`config.mk`:
```
export PLATFORM = sky130hd
export DESIGN_NAME = if_fetch_stage
export DESIGN_NICKNAME = d
export VERILOG_FILES = /design/src/rtl/if_fetch_stage.sv
export SDC_FILE = /design/constraint.sdc
export NUM_CORES = 1
export LEC_CHECK = 0
export CAP_MARGIN = 15
export CORE_MARGIN = 2
export CORE_UTILIZATION = 48
export DETAILED_ROUTE_END_ITERATION = 10
export PLACE_DENSITY = 0.86
export SETUP_SLACK_MARGIN = 0.02
export SLEW_MARGIN = 5
export SYNTH_ARGS = -nofsm -noshare
export SYNTH_HDL_FRONTEND = slang
export SYNTH_SLANG_ARGS = --single-unit
```
`constraint.sdc`:
```
create_clock -name clk -period 6.6 [get_ports clk]
set_clock_uncertainty 0.2 [all_clocks]
set_input_delay 0.66 -clock clk [delete_from_list [all_inputs] [get_ports clk]]
set_output_delay 0.66 -clock clk [all_outputs]
set_load 0.005 [all_outputs]
```
`src/rtl/if_fetch_stage.sv`:
```
// IF stage: owns the fetch PC, drives the instruction-memory req/ack handshake and
// fills the IF/ID register, with a one-entry hold buffer for ID stalls and flush on redirect.
module if_fetch_stage #(
  parameter logic [31:0] RESET_PC  = 32'h0000_3000,
  parameter logic [31:0] NOP_INSTR = 32'h0000_0000
) (
  input  logic        clk,
  input  logic        rst,
  input  logic [31:0] npc_in,
  input  logic        stall,
  input  logic        flush,
  output logic        imem_req,
  output logic [31:0] imem_addr,
  input  logic        imem_ack,
  input  logic [31:0] imem_rdata,
  output logic [31:0] pc_out,
  output logic [31:0] if_id_pc,
  output logic [31:0] if_id_instr,
  output logic        if_id_valid
);

  typedef enum logic [1:0] {
    BOOT  = 2'd0,
    FETCH = 2'd1,
    HOLD  = 2'd2
  } state_e;

  state_e      state_q, state_d;
  logic [31:0] pc_q, pc_d;
  logic [31:0] id_pc_q, id_pc_d;
  logic [31:0] id_instr_q, id_instr_d;
  logic        id_valid_q, id_valid_d;
  logic [31:0] buf_pc_q, buf_pc_d;
  logic [31:0] buf_instr_q, buf_instr_d;

  // NOTE: every signal is given its hold value first so no path through the
  // case statement leaves one unassigned, which would infer a latch.
  always_comb begin
    state_d     = state_q;
    pc_d        = pc_q;
    id_pc_d     = id_pc_q;
    id_instr_d  = id_instr_q;
    id_valid_d  = id_valid_q;
    buf_pc_d    = buf_pc_q;
    buf_instr_d = buf_instr_q;

    unique case (state_q)
      BOOT: state_d = FETCH;

      FETCH: begin
        if (flush) begin
          pc_d       = npc_in;
          id_valid_d = 1'b0;
          id_instr_d = NOP_INSTR;
        end else if (imem_ack && !stall) begin
          id_pc_d    = pc_q;
          id_instr_d = imem_rdata;
          id_valid_d = 1'b1;
          pc_d       = npc_in;
        end else if (imem_ack) begin
          // ID is busy: park the returned word so the fetch is not repeated.
          buf_pc_d    = pc_q;
          buf_instr_d = imem_rdata;
          state_d     = HOLD;
        end else if (!stall) begin
          id_valid_d = 1'b0;
          id_instr_d = NOP_INSTR;
        end
      end

      HOLD: begin
        if (flush) begin
          pc_d       = npc_in;
          id_valid_d = 1'b0;
          id_instr_d = NOP_INSTR;
          state_d    = FETCH;
        end else if (!stall) begin
          id_pc_d    = buf_pc_q;
          id_instr_d = buf_instr_q;
          id_valid_d = 1'b1;
          pc_d       = npc_in;
          state_d    = FETCH;
        end
      end

      default: state_d = BOOT;
    endcase
  end

  // NOTE: the hold buffer is ordinary datapath but is still reset, so a stale
  // word can never leak out and simulation never propagates X from it.
  always_ff @(posedge clk or posedge rst) begin
    // NOTE: non-blocking assignments keep every register sampling pre-edge values.
    if (rst) begin
      state_q     <= BOOT;
      pc_q        <= RESET_PC;
      id_pc_q     <= 32'h0;
      id_instr_q  <= NOP_INSTR;
      id_valid_q  <= 1'b0;
      buf_pc_q    <= 32'h0;
      buf_instr_q <= NOP_INSTR;
    end else begin
      state_q     <= state_d;
      pc_q        <= pc_d;
      id_pc_q     <= id_pc_d;
      id_instr_q  <= id_instr_d;
      id_valid_q  <= id_valid_d;
      buf_pc_q    <= buf_pc_d;
      buf_instr_q <= buf_instr_d;
    end
  end

  assign imem_req    = (state_q == FETCH);
  assign imem_addr   = pc_q;
  assign pc_out      = pc_q;
  assign if_id_pc    = id_pc_q;
  assign if_id_instr = id_instr_q;
  assign if_id_valid = id_valid_q;

endmodule
```
* Word level (Yosys, flattened, before mapping)
Index checks and enable logic that the tools add are counted.
Word-level totals: bits in registers 163, bits in latches 0, RAM bits 0, bits in read-only memories 0, input bits 69, output and inout bits 130, word-level logic and storage cells 60, memories kept 0
Cells by class: $add $sub $neg 0, multiply operators 0, div/mod/pow operators 0, $lt $le $gt $ge 0, eq/ne operators 12, shift-type cells 0, muxes and demuxes 30, bitwise logic cells 2, reduce and logical (&&, ||, !) cells 9
Operators with widths (number):
- $mux W32 | 14
- $pmux W32 S2 | 3
- $reduce_and A4 Y1 | 3
- $mux W2 | 5
- $ne A2 B2 Y1 const B | 4
- $ne A4 B3 Y1 const B | 2
- $mux W1 | 6
- $pmux W2 S3 | 1
- $reduce_and A5 Y1 | 1
- $ne A2 B1 Y1 const B | 2
- $ne A3 B2 Y1 const B | 1
- $ne A3 B3 Y1 const B | 1
- $reduce_and A3 Y1 | 1
- $eq A2 B1 Y1 const B | 1
- $eq A2 B2 Y1 const B | 1
- $logic_not A2 Y1 | 1
- $not A1 Y1 | 2
- $pmux W1 S2 | 1
- $reduce_bool A2 Y1 | 1
- $logic_and A1 B1 Y1 | 1
- $logic_not A1 Y1 | 1

* Depth between registers and ports, before layout
Gate-level depths: netlist of run 1.
depth in word-level cells 5, mapped depth 8, mapped depth without buffers 6

* Least setup slack after synthesis of run 1
OpenSTA, ideal clock, no wires.
path kind flip-flop to flip-flop, start point register state_q[0], end point register pc_q[19], in the netlist imem_addr[19], setup time 0.125 ns, data arrival time 1.612 ns, required time 6.275 ns, slack 4.663 ns, cell stages (with the launch flop) 8, buffers on the path 2, clock period less this slack 1.937 ns, cells stage by stage dfrtp_1 -> inv_1 -> ha_1 -> buf_6 -> a22oi_2 -> o21ai_4 -> buf_6 -> mux2_2
Between the ends: cells in the longest elaborated chain, start to end 3, elaborated cells on any way between the ends 7, classes of those cells eq/ne (4); mux (1); reduce/logical (2)
Ends and longest elaborated chain:
- from (decl) | line 28 | state_e state_q, state_d;
- from (signal assigned) | line 103 | state_q <= state_d;
- $eq A2 B1 Y1 / $eq A2 B2 Y1 (equally long branches) | line 47 | unique case (state_q)
- $ne A3 B2 Y1 (no line), or another cell as far along
- $reduce_and A3 Y1 (no line)
- to (signal assigned) | line 104 | pc_q <= pc_d;
- to (decl) | line 29 | logic [31:0] pc_q, pc_d;
Parallel ways exist; a longest one is shown, timed or not. A chain may end at the register's enable or synchronous reset.

* Final worst setup path of run 1
start point register state_q[1], end point output imem_req
Between the ends: cells in the longest elaborated chain, start to end 1
Ends and longest elaborated chain:
- $eq A2 B1 Y1 | line 113 | assign imem_req = (state_q == FETCH);
- to (decl) | line 12 | output logic imem_req,
No other way between the ends.

==> run summary, run 1 <==
min Tclk post-route: 2.71 ns
worst hold path stage count: 2
Clk pin slew, worst setup/hold paths: 0.06 ns
setup bufs post-CTS: 0
# hold bufs at CTS: 0
sequential-to-total area share from yosys stat: 0.572
crit path kind: flip-flop to output pin
total power: 4.84 mW
Rel. slew slack: 0.356
final wirelength: 15600 um
Nets: 779
gr ovfl total: 0
TritonCTS buffer count: 17
Hold Startpoint: if_id_pc[16]$_DFFE_PP0P_
Leak: 4.02 nW
core box area: 0.0145 sq mm
Top-Level Pins: 199
Cell Area, Synth: 0.00713 sq mm
Seq cells post-synth: 163
number of max-cap violations: 0
Core Util, Final: 0.658
H-Tree Depth: 4
global-route wire length before repair: 26000 um
Initial Utilization: 0.491
Cell Pwr Density: 507 mW/mm^2
final setup fails: 0
Via-to-Cell Ratio: 5.32
clock root cell: clkbuf_16
die width: 126 um
drt wl/cell: 17.3 um
Fillers: 1024
DRC viols: 0
detailed router's first-iteration violation count: 306
Worst Hold Class: flip-flop to flip-flop
unrepaired setup endpoints after global routing: no
Worst VDD drop: 0.287 mV
CTS tree: yes
Die H: 126 um
post-DP HPWL: 10200 um
Sequential Area: 0.00408 sq mm
Worst Hold End: if_id_pc[16]$_DFFE_PP0P_
Post-CTS Resized: 0
FP Rows: 44
post-placement worst setup slack: 3.37 ns
maximum clock frequency: 0.370 GHz
Final GP Congestion: 0.778
library cells used by synthesis: 25
port bufs: 198
initial antenna violation count: 0
die footprint: 0.0158 sq mm
routed vias: 4790
status: finished, final reports clean
setup TNS: 0 ns
Slew @ Worst Pin: 0.966 ns
largest net degree at the start of global routing: 86
Placed Cells: 869
share of cells above drive strength 1: 0.237
number of global-route vias before repair: 5049
reg2reg start: state_q[1]$_DFFE_PP0P_
Initial DRT Pass Iterations: 4
Synthesized Nets: 620
Reg2Reg Setup Slack: 4.09 ns
Critical Path Sink Type: output pin
worst path arrival time: 1.85 ns
Critical R2R Capture: if_id_pc[26]$_DFFE_PP0P_
final hold violations: 0
antenna-violating nets left: 0
period utilization: 0.410
Clock Path Buffers: 2
Pins Over Slew Limit: 0
Layout area overhead: 34.1%
average size of a mapped cell: 13.1 sq um
dpl cell area: 0.00893 sq mm
crit path max fanout: 6
cell count after synthesis: 546
clock tree sinks: 163
All-Layer GR Usage: 0.208
worst path required time: 5.74 ns
startpoint types: flip-flop
Ant. Diodes: 0
post-route cell area: 0.00956 sq mm
worst reg-to-reg path cell count: 7
hold_ws: 0.280 ns
area of the multi-input gates: 0.00254 sq mm
PnR worst setup slack: 3.89 ns
yosys warns: 0
clk_lat worst skew: 0.42 ns
Final Instance Count excl. Fillers: 901
worst max-delay path, stage by stage, from the launching register on:
cell and delay (ns):
dfrtp_1 0.41, inv_1 0.11, ha_1 0.33, clkdlybuf4s50_1 0.58
cell usage in the layout, fill, tap and decap left out, drive strengths merged, types with 5 or more instances in the layout:
cell type	n
ha	5
o21ai	67
clkinv	5
nand2	66
mux2	97
clkbuf	19
buf	9
a22oi	34
dfrtp	161
mux2i	34
clkdlybuf4s50	198
layout make-up:
cell class,instances,area share
clock buffers,19,0.0463
flip-flops and latches,163,0.427
well taps,184,0.0241
clock inverters,12,0.0165
repair buffers,207,0.219
multi-input cells,313,0.266
inverters,3,0.00170
cells in the mapped netlist:
library cell / number / area, sq um
mux2_4: 1 / 15.0
inv_1: 3 / 11.3
or3_1: 1 / 6.26
nor2_1: 2 / 7.51
buf_6: 14 / 158
nand4b_1: 1 / 8.76
nand2b_1: 2 / 12.5
mux2_2: 96 / 1080
dfrtp_1: 161 / 4030
nand2_1: 66 / 248
o21ai_1: 37 / 185
dfstp_2: 2 / 52.6
clkbuf_1: 3 / 11.3
o21bai_1: 1 / 7.51
buf_4: 38 / 285
mux2i_1: 34 / 340
nor4b_4: 1 / 23.8
a22oi_2: 1 / 12.5
buf_2: 12 / 60.1
a22oi_1: 33 / 248
o21ai_2: 24 / 210
ha_1: 5 / 62.6
o21ai_0: 5 / 25.0
nor2b_1: 2 / 12.5
o21ai_4: 1 / 16.3
per-layer routing:
layer  up-vias  wire (um)  GRT usage
met3        21       1410     0.0743
met4         0        276     0.0776
met5         -          0          0
met1      2373       6350      0.260
met2       197       7580      0.337
li1       2199          -          -
cell families (layout without fill, tap and decap cells):
logic type      count (synthesis)  count (layout)  synth area share
fa+ha+maj                       5               5           0.00878
buf+inv                        70             241            0.0737
simple gates                   75              75            0.0448
flops                         163             163             0.572
mux                           131             131             0.201
compound gates                102             102            0.0988
how the worst max path moves through the flow:
stage                           startpoint                    endpoint  depth (start not counted)
finish              state_q[1]$_DFFE_PP0P_                    imem_req                          3
global route        state_q[1]$_DFFE_PP0P_                    imem_req                          3
CTS                                  stall    imem_addr[2]$_DFFE_PP0P_                          5
detailed placement                   stall    imem_addr[2]$_DFFE_PP0P_                          5
global placement                     stall   imem_addr[22]$_DFFE_PP0P_                          5
floorplan                              rst  buf_instr_q[0]$_DFFE_PP0P_                          1
sequential cells by signal (all words and copies together), names as in the netlist:
signal	cells
state_q	2
imem_addr	32
buf_pc_q	32
buf_instr_q	32
if_id_valid	1
if_id_instr	32
if_id_pc	32
power breakdown:
group	switching (mW)	internal (mW)	total, mW
Combinational	0.800	1.23	2.03
Sequential	0.338	1.48	1.82
Clock	0.392	0.604	0.996
(Power assumes the default switching activity.)
==> run 2: changes to the inputs <==
--- a/config.mk
+++ b/config.mk
@@ -7,9 +7,9 @@
 export LEC_CHECK = 0
 export CAP_MARGIN = 15
 export CORE_MARGIN = 2
-export CORE_UTILIZATION = 48
+export CORE_UTILIZATION = 44
 export DETAILED_ROUTE_END_ITERATION = 10
-export PLACE_DENSITY = 0.86
+export PLACE_DENSITY = 0.83
 export SETUP_SLACK_MARGIN = 0.02
 export SLEW_MARGIN = 5
 export SYNTH_ARGS = -nofsm -noshare
==> constraint.sdc (replaced) <==
create_clock -name clk -period 2.2 [get_ports clk]
set_clock_uncertainty 0.2 [all_clocks]
set_input_delay 0.22 -clock clk [delete_from_list [all_inputs] [get_ports clk]]
set_output_delay 0.22 -clock clk [all_outputs]
set_load 0.005 [all_outputs]
==> run summary, run 2 (synthesis results as in run 1) <==
Slew @ Worst Pin: 0.398 ns (-0.568 ns)
Ant. Diodes: 0 (unchanged)
setup bufs post-CTS: 0 (unchanged)
Initial Utilization: 0.449 (-0.0417)
Die H: 131 um (+4.3%)
Clock Path Buffers: 2 (unchanged)
routed vias: 4815 (+0.52%)
number of global-route vias before repair: 5144 (+1.9%)
Final Instance Count excl. Fillers: 941 (+4.4%)
Cell Pwr Density: 1490 mW/mm^2 (+190%)
Via-to-Cell Ratio: 5.12 (-3.8%)
PnR worst setup slack: 0.0907 ns (-3.80 ns)
die width: 131 um (+4.3%)
unrepaired setup endpoints after global routing: yes
maximum clock frequency: 0.474 GHz
crit path max fanout: 6 (unchanged)
Pins Over Slew Limit: 0 (unchanged)
Fillers: 1250 (+22%)
Reg2Reg Setup Slack: 0.12 ns (-3.97 ns)
Worst Hold Class: input pin to flip-flop
drt wl/cell: 17.1 um (-1.1%)
worst path arrival time: 1.69 ns (-0.16 ns)
All-Layer GR Usage: 0.195 (-0.0137)
Final GP Congestion: 0.745 (-4.3%)
hold_ws: 0.211 ns (-0.0692 ns)
setup TNS: 0 ns (unchanged)
final setup fails: 0 (unchanged)
post-placement worst setup slack: 0.00197 ns (-3.37 ns)
post-DP HPWL: 11100 um (+9.1%)
crit path kind: flip-flop to output pin
FP Rows: 46 (+4.5%)
most common cell after layout, fill and taps aside: clkdlybuf4s50_1
clk_lat worst skew: 0.42 ns (about the same)
status: finished, final reports clean
initial antenna violation count: 0 (unchanged)
final hold violations: 0 (unchanged)
clock root cell: clkbuf_16
startpoint types: flip-flop
DRC viols: 0 (unchanged)
Initial DRT Pass Iterations: 5 (+1)
gr ovfl total: 0 (unchanged)
clock tree sinks: 163 (unchanged)
Critical Path Sink Type: output pin
largest net degree at the start of global routing: 67 (-22%)
detailed router's first-iteration violation count: 238 (-22%)
share of cells above drive strength 1: 0.248 (+0.0112)
Clk pin slew, worst setup/hold paths: 0.06 ns (about the same)
Leak: 4.07 nW (+1.4%)
Worst VDD drop: 0.714 mV (+150%)
most frequent cells in the layout: clkdlybuf4s50_1, dfrtp_1, mux2_2, nand2_1, o21ai_1
TritonCTS buffer count: 17 (unchanged)
period utilization: 0.959
H-Tree Depth: 4 (unchanged)
min Tclk post-route: 2.11 ns
number of max-cap violations: 0 (unchanged)
CTS tree: yes
antenna-violating nets left: 0 (unchanged)
port bufs: 198 (unchanged)
global-route wire length before repair: 26700 um (+2.7%)
worst path required time: 1.78 ns (-3.96 ns)
Nets: 788 (+1.2%)
die footprint: 0.0172 sq mm (+8.8%)
Layout area overhead: 36.6%
final wirelength: 16100 um (+3.3%)
Rel. slew slack: 0.734 (+0.378)
Top-Level Pins: 199 (unchanged)
core box area: 0.0159 sq mm (+9.3%)
Placed Cells: 909 (+4.6%)
[run 2: critical path: stages (launching register included)]
cell	delay, ns
dfrtp_1	0.44
inv_2	0.12
ha_4	0.17
clkdlybuf4s50_1	0.55
[run 2: layout make-up]
| cell class | count | area [sq um] | area share |
|---|---|---|---|
| timing repair buffer | 216 | 2270 | 0.233 |
| multi-input combinational | 313 | 2560 | 0.263 |
| clock inverter | 8 | 53.8 | 0.00552 |
| inverter | 3 | 15.0 | 0.00154 |
| tap | 216 | 270 | 0.0277 |
| clock buffer | 22 | 484 | 0.0497 |
| sequential | 163 | 4080 | 0.419 |
[run 2: final timing paths]
check	from	end	depth (start not counted)
worst min-delay path	npc_in[4]	imem_addr[4]$_DFFE_PP0P_	2
worst max-delay path	state_q[1]$_DFFE_PP0P_	imem_req	3
worst max register to register	state_q[0]$_DFFE_PP0P_	if_id_pc[28]$_DFFE_PP0P_	7
worst min register to register	if_id_pc[24]$_DFFE_PP0P_	if_id_pc[24]$_DFFE_PP0P_	2
max in group asynchronous	rst	imem_addr[13]$_DFFE_PP1P_	4
min in group asynchronous	rst	if_id_pc[16]$_DFFE_PP0P_	3
[run 2: layer usage]
| metal | up-vias | wire length [um] | track usage |
|---|---|---|---|
| li1 | 2226 | - | - |
| met3 | 40 | 591 | 0.0355 |
| met1 | 2404 | 6320 | 0.221 |
| met2 | 145 | 8680 | 0.354 |
| met4 | 0 | 534 | 0.0918 |
| met5 | - | 0 | 0 |
[run 2: repair_timing]
| item | CTS | global route |
|---|---|---|
| hold buffers | 1 | 0 |
| gates cloned | 1 | 0 |
| resized for setup | 1 | 5 |
| hold endpoints to repair | 11 | 0 |
| setup endpoints to repair | 7 | 53 |
[run 2: through the flow]
stage                     cell area [sq um]   util  power [mW]
after CTS                              9720  0.612        14.7
final                                  9740  0.613        14.5
after floorplan                        7130      -        8.90
after detailed placement               9130  0.575        11.8
after global placement                 9130  0.575        11.5
after global routing                   9740  0.613        15.4
[run 2: report_power, final]
part	internal [mW]	switching (mW)	total, mW
sequential	4.44	1.02	5.46
combinational	3.89	2.46	6.35
clock	1.55	1.12	2.67
